===== src/rtl/memory_access_unit_pkg.sv =====
// Shared types and constants for the PSRV32 memory stage.
package mem_access_pkg;

    localparam logic [2:0] F3_B  = 3'b000;
    localparam logic [2:0] F3_H  = 3'b001;
    localparam logic [2:0] F3_W  = 3'b010;
    localparam logic [2:0] F3_BU = 3'b100;
    localparam logic [2:0] F3_HU = 3'b101;

    localparam int unsigned MAX_WAIT_DEF = 255;
    localparam int unsigned CNT_W        = 8;
    localparam int unsigned XLEN         = 32;

    typedef enum logic [1:0] {
        IDLE = 2'd0,
        REQ  = 2'd1,
        WAIT = 2'd2,
        RESP = 2'd3
    } state_t;

    typedef struct packed {
        logic              we;
        logic [XLEN-1:0]   addr;
        logic [3:0]        be;
        logic [XLEN-1:0]   wdata;
    } dmem_req_t;

    // Legal funct3 for the direction and naturally aligned for its size.
    function automatic logic access_ok(input logic is_load, input logic [2:0] f3,
                                       input logic [1:0] off);
        logic legal;
        logic aligned;
        if (is_load) legal = (f3 == F3_B) || (f3 == F3_H) || (f3 == F3_W) ||
                             (f3 == F3_BU) || (f3 == F3_HU);
        else         legal = (f3 == F3_B) || (f3 == F3_H) || (f3 == F3_W);
        case (f3[1:0])
            2'b01:   aligned = ~off[0];
            2'b10:   aligned = (off == 2'b00);
            default: aligned = 1'b1;
        endcase
        return legal & aligned;
    endfunction

endpackage


===== src/rtl/memory_access_unit_if.sv =====
// Data-memory request/grant/response bus.
interface memory_access_unit_if;
    logic        req;
    logic        we;
    logic [31:0] addr;
    logic [3:0]  be;
    logic [31:0] wdata;
    logic        gnt;
    logic        rvalid;
    logic [31:0] rdata;

    modport master (output req, we, addr, be, wdata, input gnt, rvalid, rdata);
    modport slave  (input req, we, addr, be, wdata, output gnt, rvalid, rdata);
endinterface


===== src/rtl/memory_access_unit_load_align.sv =====
// Extracts and sign/zero-extends load data; shared with the writeback forwarding path.
module load_align
    import mem_access_pkg::*;
(
    input  logic [31:0] rdata_i,
    input  logic [1:0]  off_i,
    input  logic [2:0]  funct3_i,
    output logic [31:0] data_c
);

    logic [7:0]  byte_v;
    logic [15:0] half_v;

    always_comb begin
        byte_v = 8'(rdata_i >> {off_i, 3'b000});
        half_v = off_i[1] ? rdata_i[31:16] : rdata_i[15:0];
        case (funct3_i)
            F3_B:    data_c = {{24{byte_v[7]}}, byte_v};
            F3_BU:   data_c = {24'b0, byte_v};
            F3_H:    data_c = {{16{half_v[15]}}, half_v};
            F3_HU:   data_c = {16'b0, half_v};
            default: data_c = rdata_i;
        endcase
    end

endmodule


===== src/rtl/memory_access_unit.sv =====
// PSRV32 memory stage: runs one data-memory bus transaction per load/store and
// returns aligned load data, stalling upstream while the access is in flight.
module memory_access_unit
    import mem_access_pkg::*;
#(
    parameter int unsigned MAX_WAIT = MAX_WAIT_DEF
) (
    input  logic                 clk_i,
    input  logic                 reset_i,
    input  logic [31:0]          alu_result_i,
    input  logic [31:0]          store_data_i,
    input  logic                 mem_read_i,
    input  logic                 mem_write_i,
    input  logic [2:0]           funct3_i,
    output logic                 stall_o,
    output logic [31:0]          data_read_o,
    output logic                 valid_o,
    output logic                 misalign_o,
    output logic                 bus_err_o,
    memory_access_unit_if.master dmem
);

    localparam logic [CNT_W-1:0] CNT_MAX = CNT_W'(MAX_WAIT);

    state_t           state_q, state_d;
    dmem_req_t        pl_q, pl_d;
    logic             req_q, req_d;
    logic [2:0]       fmt_q, fmt_d;
    logic [1:0]       off_q, off_d;
    logic [CNT_W-1:0] cnt_q, cnt_d;
    logic [31:0]      data_q, data_d;
    logic             valid_q, valid_d;
    logic             err_q, err_d;

    logic [31:0]      aligned_c;
    logic [3:0]       be_c;
    logic [31:0]      wdata_c;
    logic             ok_c;
    logic             timeout_c;
    logic             stall_c;
    logic             misalign_c;

    load_align u_align (
        .rdata_i  (dmem.rdata),
        .off_i    (off_q),
        .funct3_i (fmt_q),
        .data_c   (aligned_c)
    );

    // Byte lanes and replicated store data for the incoming access.
    always_comb begin
        case (funct3_i[1:0])
            2'b00: begin
                be_c    = 4'b0001 << alu_result_i[1:0];
                wdata_c = {4{store_data_i[7:0]}};
            end
            2'b01: begin
                be_c    = 4'b0011 << {alu_result_i[1], 1'b0};
                wdata_c = {2{store_data_i[15:0]}};
            end
            default: begin
                be_c    = 4'b1111;
                wdata_c = store_data_i;
            end
        endcase
    end

    assign ok_c      = access_ok(mem_read_i, funct3_i, alu_result_i[1:0]);
    assign timeout_c = (cnt_q == CNT_MAX);

    always_comb begin
        state_d    = state_q;
        pl_d       = pl_q;
        req_d      = req_q;
        fmt_d      = fmt_q;
        off_d      = off_q;
        cnt_d      = cnt_q;
        data_d     = data_q;
        valid_d    = 1'b0;
        err_d      = 1'b0;
        stall_c    = 1'b0;
        misalign_c = 1'b0;

        case (state_q)
            IDLE: begin
                if (mem_read_i || mem_write_i) begin
                    if (ok_c) begin
                        stall_c = 1'b1;
                        pl_d    = '{we:    ~mem_read_i,
                                    addr:  {alu_result_i[31:2], 2'b00},
                                    be:    be_c,
                                    wdata: wdata_c};
                        fmt_d   = funct3_i;
                        off_d   = alu_result_i[1:0];
                        cnt_d   = '0;
                        req_d   = 1'b1;
                        state_d = REQ;
                    end else begin
                        misalign_c = 1'b1;
                    end
                end
            end
            REQ, WAIT: begin
                stall_c = 1'b1;
                cnt_d   = cnt_q + CNT_W'(1);
                if (timeout_c) begin
                    req_d   = 1'b0;
                    data_d  = '0;
                    err_d   = 1'b1;
                    valid_d = 1'b1;
                    state_d = RESP;
                end else if (state_q == REQ) begin
                    // rvalid in REQ is ignored even if it coincides with gnt.
                    if (dmem.gnt) begin
                        req_d   = 1'b0;
                        valid_d = pl_q.we;
                        state_d = pl_q.we ? RESP : WAIT;
                    end
                end else if (dmem.rvalid) begin
                    data_d  = aligned_c;
                    valid_d = 1'b1;
                    state_d = RESP;
                end
            end
            RESP: begin
                state_d = IDLE;
            end
            default: begin
                state_d = IDLE;
            end
        endcase
    end

    always_ff @(posedge clk_i or negedge reset_i) begin
        if (!reset_i) begin
            state_q <= IDLE;
            pl_q    <= '0;
            req_q   <= 1'b0;
            fmt_q   <= '0;
            off_q   <= '0;
            cnt_q   <= '0;
            data_q  <= '0;
            valid_q <= 1'b0;
            err_q   <= 1'b0;
        end else begin
            state_q <= state_d;
            pl_q    <= pl_d;
            req_q   <= req_d;
            fmt_q   <= fmt_d;
            off_q   <= off_d;
            cnt_q   <= cnt_d;
            data_q  <= data_d;
            valid_q <= valid_d;
            err_q   <= err_d;
        end
    end

    assign stall_o     = stall_c;
    assign misalign_o  = misalign_c;
    assign data_read_o = data_q;
    assign valid_o     = valid_q;
    assign bus_err_o   = err_q;

    assign dmem.req    = req_q;
    assign dmem.we     = pl_q.we;
    assign dmem.addr   = pl_q.addr;
    assign dmem.be     = pl_q.be;
    assign dmem.wdata  = pl_q.wdata;

endmodule


===== src/flat_wrapper.sv =====
// flat-port wrapper written by rule: the top's interface ports become plain ports
module memory_access_unit_flat import mem_access_pkg::*;
#(
    parameter int unsigned MAX_WAIT = MAX_WAIT_DEF
)
  (clk_i, reset_i, alu_result_i, store_data_i, mem_read_i, mem_write_i, funct3_i, stall_o, data_read_o, valid_o, misalign_o, bus_err_o, dmem_req, dmem_we, dmem_addr, dmem_be, dmem_wdata, dmem_gnt, dmem_rvalid, dmem_rdata);
  memory_access_unit_if dmem_i ();
  input  logic clk_i;
  input  logic reset_i;
  input  logic [31:0] alu_result_i;
  input  logic [31:0] store_data_i;
  input  logic mem_read_i;
  input  logic mem_write_i;
  input  logic [2:0] funct3_i;
  output logic stall_o;
  output logic [31:0] data_read_o;
  output logic valid_o;
  output logic misalign_o;
  output logic bus_err_o;
  output wire logic [$bits(dmem_i.req)-1:0] dmem_req;
  output wire logic [$bits(dmem_i.we)-1:0] dmem_we;
  output wire logic [$bits(dmem_i.addr)-1:0] dmem_addr;
  output wire logic [$bits(dmem_i.be)-1:0] dmem_be;
  output wire logic [$bits(dmem_i.wdata)-1:0] dmem_wdata;
  input wire logic [$bits(dmem_i.gnt)-1:0] dmem_gnt;
  input wire logic [$bits(dmem_i.rvalid)-1:0] dmem_rvalid;
  input wire logic [$bits(dmem_i.rdata)-1:0] dmem_rdata;
  assign dmem_req = dmem_i.req;
  assign dmem_we = dmem_i.we;
  assign dmem_addr = dmem_i.addr;
  assign dmem_be = dmem_i.be;
  assign dmem_wdata = dmem_i.wdata;
  assign dmem_i.gnt = dmem_gnt;
  assign dmem_i.rvalid = dmem_rvalid;
  assign dmem_i.rdata = dmem_rdata;
  memory_access_unit #(.MAX_WAIT(MAX_WAIT)) u_core (.clk_i(clk_i), .reset_i(reset_i), .alu_result_i(alu_result_i), .store_data_i(store_data_i), .mem_read_i(mem_read_i), .mem_write_i(mem_write_i), .funct3_i(funct3_i), .stall_o(stall_o), .data_read_o(data_read_o), .valid_o(valid_o), .misalign_o(misalign_o), .bus_err_o(bus_err_o), .dmem(dmem_i));
endmodule

===== config.mk =====
export PLATFORM = sky130hd
export DESIGN_NAME = memory_access_unit_flat
export DESIGN_NICKNAME = d
export VERILOG_FILES = /design/src/rtl/memory_access_unit_pkg.sv /design/src/rtl/memory_access_unit_if.sv /design/src/rtl/memory_access_unit_load_align.sv /design/src/rtl/memory_access_unit.sv /design/src/flat_wrapper.sv
export SDC_FILE = /design/constraint.sdc
export NUM_CORES = 1
export LEC_CHECK = 0
export ABC_AREA = 1
export CAP_MARGIN = 40
export CORE_UTILIZATION = 45
export DETAILED_ROUTE_END_ITERATION = 16
export PLACE_DENSITY = 0.88
export SLEW_MARGIN = 20
export SYNTH_ARGS = -nofsm -noshare
export SYNTH_HDL_FRONTEND = slang
export SYNTH_SLANG_ARGS = --single-unit

===== constraint.sdc =====
create_clock -name clk_i -period 4.7 [get_ports clk_i]
set_input_delay 0.94 -clock clk_i [delete_from_list [all_inputs] [get_ports clk_i]]
set_output_delay 0.94 -clock clk_i [all_outputs]
set_load 0.05 [all_outputs]

# Word-level counts from Yosys, hierarchy flattened
# Index checks and enable logic that the tools add are counted.
# classes
addsub	1
n_shift	3
eq_ne	20
n_reduce_logical	18
bitwise_logic	3
mux	39
# op_table
operator	count
$pmux 32 s4	1
$mux 32	3
$pmux 32 s2	1
$shr 32x5->8	1
$mux 1	19
$mux 16	1
$mux 8	2
$pmux 8 s2	1
$eq 3x3->1 const B	4
$mux 2	6
$reduce_and 3->1	3
$add 8x1->8 const B	1
$eq 8x8->1 const B	1
$pmux 4 s2	1
$eq 2x2->1 const B	3
$eq 3x1->1 const B	2
$logic_not 2->1	3
$logic_not 3->1	2
$ne 2x1->1 const B	3
$pmux 1 s2	3
$pmux 2 s3	1
$logic_or 1x1->1	5
$reduce_and 5->1	1
$eq 2x1->1 const B	2
12 further kinds	14
# word_totals
ff_bits	117
inputBits	105
output_inout_bits	106
elab_cells	96

# Longest topological paths before layout
# Gate-level depths: netlist of the first run.
# depth
ltp_word	10
mapped_depth	12
mapped_depth_nobuf	11

# Modules after synthesis
# Synthesis of the first run repeated with hierarchy kept, for this count alone.
# unflattened
hier_cells	762
area_unflattened_um2	6122.1
# modules_own_cells
mod	area_each_um2	cells_each	instances	seq_area_each_um2
memory_access_unit	5250.0	593	1	2927.8
load_align	872.1	169	1	0.0

# Least setup slack after synthesis of the first run
# Ideal clock, no wire load.
# synth_path
path_kind	input to output
startpoint	input funct3_i[0]
endpoint	output stall_o
t_arrival_ns	2.740
path_buffers	2
required_time_ns	3.760
stages	10
setup_slack_ns	1.020
path_cell_list	inv_1 ha_1 inv_2 nand2_1 nand2_1 nand2_1 nand4_2 buf_4 buf_6 a21oi_1
# synth_via
elab_chain_len	10
elab_cells_between_ends	17
cone_classes	eq/ne (6); mux (5); bitwise (1); reduce/logical (5)
# synth_lines
item	line	source
from (decl)	flat_wrapper.sv:14	input logic [2:0] funct3_i;
$eq 3x1->1 / $logic_not 3->1 (equally long branches)	memory_access_unit_pkg.sv:33, memory_access_unit_pkg.sv:35	
$logic_or 1x1->1 (2 in series)	memory_access_unit_pkg.sv:33, memory_access_unit_pkg.sv:35	
$logic_or 1x1->1	memory_access_unit_pkg.sv:33	if (is_load) legal = (f3 == F3_B) || (f3 == F3_H) || (f3 == F3_W) ||
$logic_or 1x1->1	memory_access_unit_pkg.sv:34	(f3 == F3_BU) || (f3 == F3_HU);
$mux 1	memory_access_unit_pkg.sv:33	
$and 1x1->1 (*)	memory_access_unit_pkg.sv:41	return legal & aligned;
$mux 1 (*)	memory_access_unit.sv:87	if (ok_c) begin
$mux 1 (*)	memory_access_unit.sv:86	if (mem_read_i || mem_write_i) begin
$pmux 1 s2 (*)	memory_access_unit.sv:84	case (state_q)
to (decl)	flat_wrapper.sv:15	output logic stall_o;
# Mark *: on every way between the ends. The rest lies on a longest branch, timed or not.

# Final worst setup path of the first run
# layout_path
startpoint	input funct3_i[0]
endpoint	output misalign_o
# layout_via
elab_chain_len	10
elab_cells_between_ends	17
cone_classes	eq/ne (6); mux (5); bitwise (1); reduce/logical (5)
# layout_lines
item	line	source
$eq 3x1->1 / $logic_not 3->1 (equally long branches)	memory_access_unit_pkg.sv:33, memory_access_unit_pkg.sv:35	
$logic_or 1x1->1 (2 in series)	memory_access_unit_pkg.sv:33, memory_access_unit_pkg.sv:35	
$logic_or 1x1->1	memory_access_unit_pkg.sv:33	
$logic_or 1x1->1	memory_access_unit_pkg.sv:34	
$mux 1	memory_access_unit_pkg.sv:33	
$and 1x1->1 (*)	memory_access_unit_pkg.sv:41	
$mux 1 (*)	memory_access_unit.sv:87	
$mux 1 (*)	memory_access_unit.sv:86	
$mux 1 (*)	memory_access_unit.sv:84	
to (decl)	flat_wrapper.sv:18	output logic misalign_o;
# Marked as above.

==> results of run 1 <==
==> Yosys cell counts (all sizes together) <==
cell type | instances | share of area
conb | 1 | 0.00065
nand4 | 3 | 0.0069
o21ai | 95 | 0.082
a21oi | 23 | 0.020
nor2 | 41 | 0.028
nand3b | 18 | 0.023
or2 | 9 | 0.0097
clkinv | 1 | 0.00065
xor2 | 2 | 0.0030
nand3 | 22 | 0.021
o211ai | 6 | 0.0078
ha | 8 | 0.017
o22ai | 1 | 0.0011
nor3 | 9 | 0.0078
buf | 20 | 0.026
clkbuf | 15 | 0.0099
inv | 40 | 0.026
dfrtp | 117 | 0.51
nand2 | 308 | 0.20
==> cell type report <==
class | count | area share
Clock buffer | 21 | 0.0560
Clock inverter | 10 | 0.0121
Inverter | 41 | 0.0182
Multi-Input combinational cell | 547 | 0.293
Sequential cell | 117 | 0.341
Tap cell | 172 | 0.0251
Timing Repair Buffer | 215 | 0.254
==> layer usage <==
layer,global-route usage,up-vias,share of wire
li1,-,2754,-
met1,0.316,2653,0.40
met2,0.450,258,0.48
met3,0.103,35,0.095
met4,0.106,0,0.023
met5,0,-,0
==> final timing paths <==
check,start,endpoint,slack (ns),cells after the start
max,funct3_i[0],misalign_o,0.47,9
min,reset_i,u_core.cnt_q[5]$_DFFE_PN0P_,0.35,1
max reg2reg,u_core.state_q[0]$_DFFE_PN0P_,u_core.off_q[1]$_DFFE_PN0P_,2.46,9
min reg2reg,u_core.dmem.req$_DFFE_PN0P_,u_core.dmem.req$_DFFE_PN0P_,0.47,2
max in group asynchronous,reset_i,u_core.dmem.addr[12]$_DFFE_PN0P_,3.36,3
min in group clk_i,u_core.dmem.req$_DFFE_PN0P_,u_core.dmem.req$_DFFE_PN0P_,0.47,2
==> critical path, cell delays in order <==
cell             delay, ns
clkdlybuf4s50_1       0.50
inv_1                 0.08
ha_1                  0.23
inv_2                 0.20
nand2_1               0.13
nand2_1               0.08
nand2_1               0.11
a21oi_1               0.19
clkdlybuf4s50_1       0.82
==> power by group through the flow <==
| stage | logic (µW) | clock network (µW) | registers, µW |
|---|---|---|---|
| floorplan | 1130 | 0 | 3080 |
| global placement | 3630 | 0 | 1740 |
| detailed placement | 3710 | 0 | 1750 |
| CTS | 3730 | 1290 | 1750 |
| global route | 3980 | 1330 | 1810 |
| finish | 3720 | 1270 | 1760 |
==> cells by family after synthesis <==
family / share of synthesized area
AOI/OAI and AO/OA: 0.111
other: 0.000647
adders and majority gates: 0.0173
DFF: 0.506
xor gates and xnor gates: 0.00302
and+or+nand+nor: 0.300
buffers and inverters: 0.0629
==> flip-flops by register name, summed over array words and instances (netlist names) <==
name	cells
u_core.dmem.we	1
u_core.state_q	2
u_core.cnt_q	8
u_core.dmem.req	1
u_core.data_read_o	32
u_core.valid_o	1
u_core.bus_err_o	1
u_core.off_q	2
u_core.dmem.wdata	32
u_core.fmt_q	3
u_core.dmem.be	4
u_core.dmem.addr	30
==> metrics by stage <==
stage	hold slack [ns]	util	setup WS, ns
after global routing	0.335	0.683	0.336
final	0.346	0.683	0.474
after CTS	0.475	0.680	0.454
after global placement	0.458	0.632	0.547
after detailed placement	0.463	0.634	0.498
after floorplan	0.475	-	1.02
==> results.txt, run 1 <==
status - completed
Die Wd - 115 µm
leakage - 0.00413 µW
Via-to-Cell Ratio - 5.08
wire length per cell - 15.5 µm
syn avg cell area - 7.84 µm²
maximum vdd drop - 493 µV
achievable frequency - 237 MHz
Routed Antenna Nets - 0
Vias - 5700
worst path required time - 3.76 ns
CTS tree - yes
critical path endpoint category - output pin
Comb pwr share - 0.551
CTS buffer count - 17
I/O Pins - 211
Tot GR Track Use - 0.271
synthesized netlist cell count - 739
PwrDens - 786 nW/µm²
Clk pwr share - 0.188
Slew @ Worst Pin - 0.559 ns
Synth warnings - 0
Final setup viols - 0
Hold Crit Class - input port to asynchronous set/reset pin
Worst-path clk slew - 0.05 ns
mapped cell area - 5790 µm²
cell row count - 41
internal power - 3470 µW
area of the die - 13300 µm²
Period minus WS final - 4.23 ns
Fin Clk Skew - 0.00564 ns
placed insts - 1091
Post-route DRC - 0
Netlist cell types - 33
WP data arrival - 3.29 ns
sw frac - 0.485
synthesis-stage register bit count - 117
Die H - 115 µm
Iter 0 DRT Violations - 452
Final Slew Violations - 0
Reg power frac - 0.260
IO Port Bufs - 208
Pre-Repair DR Iteration Count - 7
initial antenna violation count - 0
fin nets - 1052
commonest non-fill, non-tap cell in the layout - nand2_1
Layout area overhead - 48.1%
GR Overflow Total - 0
first-pass GRT wire length - 27400 µm
Core ar. - 12600 µm²
area taken by flip-flops and latches - 2930 µm²
CP Launch Type - input port
H-tree levels - 4
clk_lat worst skew - 0.41 ns
layout cell share with drive strength beyond 1 - 0.0673
largest net degree at the start of global routing - 76
Starting Density - 0.461
sw power - 3270 µW
hpwl dp - 12200 µm
post-cts resize count - 0
Post-Layout Inst Area - 8580 µm²
Fin Setup TNS - 0 ns
Hold Buf Count CTS - 0
commonest non-fill, non-tap cells in the layout - 302 x nand2_1, 206 x clkdlybuf4s50_1, 117 x dfrtp_1
setup bufs post-CTS - 0
relative slew slack - 0.626
Power Total - 6740 µW
Diodes inserted - 0
filler instances - 1013
Routed WL - 17400 µm
MaxCap Viol Count - 0
CTS Buffer Depth - 2
RSZ-0062 raised after global routing - false
CTS root buf - clkbuf_16
Hold Fails Final Rpt - 0
Post-Layout Cell Count - 1123
dpl cell area - 7970 µm²
sequential share of the synthesized area - 0.506
crit share post-route - 0.899
crit path kind - input port to output pin
clk sinks - 117
RD Place Congestion - 0.897
number of global-route vias before repair - 5634
Crit Path Max Fanout - 17
footprint of the multi-input gates - 2510 µm²
(Power assumes the default switching activity.)
==> inputs of run 2 (changes only) <==
- ABC_CLOCK_PERIOD_IN_PS: default -> 4700
==> results of run 2 <==
Final layout, timing and power as in run 1 (identical DEF).
==> inputs of run 3 (changes only) <==
- GPL_TIMING_DRIVEN: default -> 0
==> run 3 against run 2 <==
  * Critical path depth is 3 higher
  * Non-clock buffer count grew 29
  * Die area unchanged
  * Combinational power rose by 2%
  * Clock skew rose by 0.0075 ns
  * Clock-buffer cell count did not move
  * Global-route usage up 1.4 points
  * Clock power down 9%
  * Sequential power barely moved
  * Worst hold slack improved by 0.076 ns
  * Highest routed layer unchanged
==> results.txt, run 3 (same netlist as run 1, synthesis figures left out) <==
number of global-route vias before repair - 5710
clk_lat worst skew - 0.42 ns
Hold Buf Count CTS - 0
hpwl dp - 13200 µm
Die H - 115 µm
Diodes inserted - 0
area taken by flip-flops and latches - 2930 µm²
flop2flop setup slack - 2.72 ns
Die Wd - 115 µm
IO Port Bufs - 208
Power Total - 6690 µW
WP data arrival - 3.32 ns
commonest non-fill, non-tap cells in the layout - 302 x nand2_1, 206 x clkdlybuf4s50_1, 117 x dfrtp_1
first-pass GRT wire length - 28700 µm
CTS buffer count - 17
Routed Antenna Nets - 0
achievable frequency - 235 MHz
PwrDens - 774 nW/µm²
relative slew slack - 0.625
H-tree levels - 4
Post-route DRC - 0
Hold Fails Final Rpt - 0
fin nets - 1081
wire length per cell - 15.7 µm
crit share post-route - 0.907
leakage - 0.00417 µW
area of the die - 13300 µm²
Slew @ Worst Pin - 0.561 ns
CTS root buf - clkbuf_16
Iter 0 DRT Violations - 368
status - completed
Tot GR Track Use - 0.285
Starting Density - 0.461
Final Slew Violations - 0
CTS Buffer Depth - 2
Fin Setup TNS - 0 ns
worst path required time - 3.76 ns
Worst Setup Slack, final - 0.437 ns
Final setup viols - 0
critical path endpoint category - output pin
Setup Slack @ Placement - 0.0795 ns
setup bufs post-CTS - 0
Core ar. - 12600 µm²
CP Launch Type - input port
cell row count - 41
GR Overflow Total - 0
clk sinks - 117
Via-to-Cell Ratio - 5.15
Vias - 5914
RD Place Congestion - 0.917
Routed WL - 18100 µm
post-cts resize count - 0
Pre-Repair DR Iteration Count - 7
initial antenna violation count - 0
Period minus WS final - 4.26 ns
I/O Pins - 211
crit path kind - input port to output pin
Crit Path Max Fanout - 10
maximum vdd drop - 438 µV
footprint of the multi-input gates - 2500 µm²
MaxCap Viol Count - 0
Fin Clk Skew - 0.0131 ns
CTS tree - yes
Hold Crit Class - input port to asynchronous set/reset pin
RSZ-0062 raised after global routing - false
filler instances - 978
Layout area overhead - 49.2%
fin util - 0.688
Worst-path clk slew - 0.05 ns
layout cell share with drive strength beyond 1 - 0.0727
largest net degree at the start of global routing - 82
commonest non-fill, non-tap cell in the layout - nand2_1
run 3: metal layers:
layer	global-route usage	part of all wire	vias to the layer above
met4	0.130	0.034	0
met2	0.463	0.48	300
met5	0	0	-
li1	-	-	2818
met1	0.336	0.39	2744
met3	0.106	0.10	52
run 3: area by class of cell:
| type | count | area share |
|---|---|---|
| flip-flops and latches | 117 | 0.339 |
| clock buffers | 21 | 0.0533 |
| multi-input cells | 547 | 0.290 |
| clock inverters | 6 | 0.00666 |
| well taps | 172 | 0.0249 |
| repair buffers | 209 | 0.245 |
| plain buffers | 35 | 0.0240 |
| inverters | 41 | 0.0181 |
run 3: final timing paths:
path,from,end,cells past startpoint
setup / recovery,funct3_i[1],stall_o,12
hold / removal,reset_i,u_core.bus_err_o$_DFF_PN0_,1
setup reg to reg,u_core.state_q[1]$_DFFE_PN0P_,u_core.data_read_o[15]$_DFFE_PN0P_,9
hold reg to reg,u_core.data_read_o[8]$_DFFE_PN0P_,u_core.data_read_o[8]$_DFFE_PN0P_,2
max in group asynchronous,reset_i,u_core.data_read_o[0]$_DFFE_PN0P_,2
min in group clk_i,u_core.data_read_o[8]$_DFFE_PN0P_,u_core.data_read_o[8]$_DFFE_PN0P_,2
run 3: critical path, stage by stage:
cell             delay, ns
clkdlybuf4s50_1       0.47
inv_1                 0.13
ha_1                  0.22
inv_2                 0.10
nand2_1               0.11
nand2_1               0.05
nand2_1               0.11
nand4_2               0.20
buf_4                 0.26
buf_6                 0.16
a21oi_1               0.12
dlymetal6s2s_1        0.43
run 3: metrics by stage:
step / cell area, µm² / hold slack [ns] / instances
after global routing: 8640 / 0.432 / 1148
after global placement: 8090 / 0.458 / 1120
after CTS: 8640 / 0.420 / 1148
final: 8640 / 0.422 / 1148
after detailed placement: 8120 / 0.462 / 1121
after floorplan: 5800 / 0.475 / 740
run 3: power breakdown:
part | leakage (µW) | internal [µW] | switching [µW] | total (µW)
Clock | 0.000256 | 733 | 428 | 1160
Sequential | 0.00148 | 1460 | 287 | 1740
Combinational | 0.00244 | 1230 | 2560 | 3790
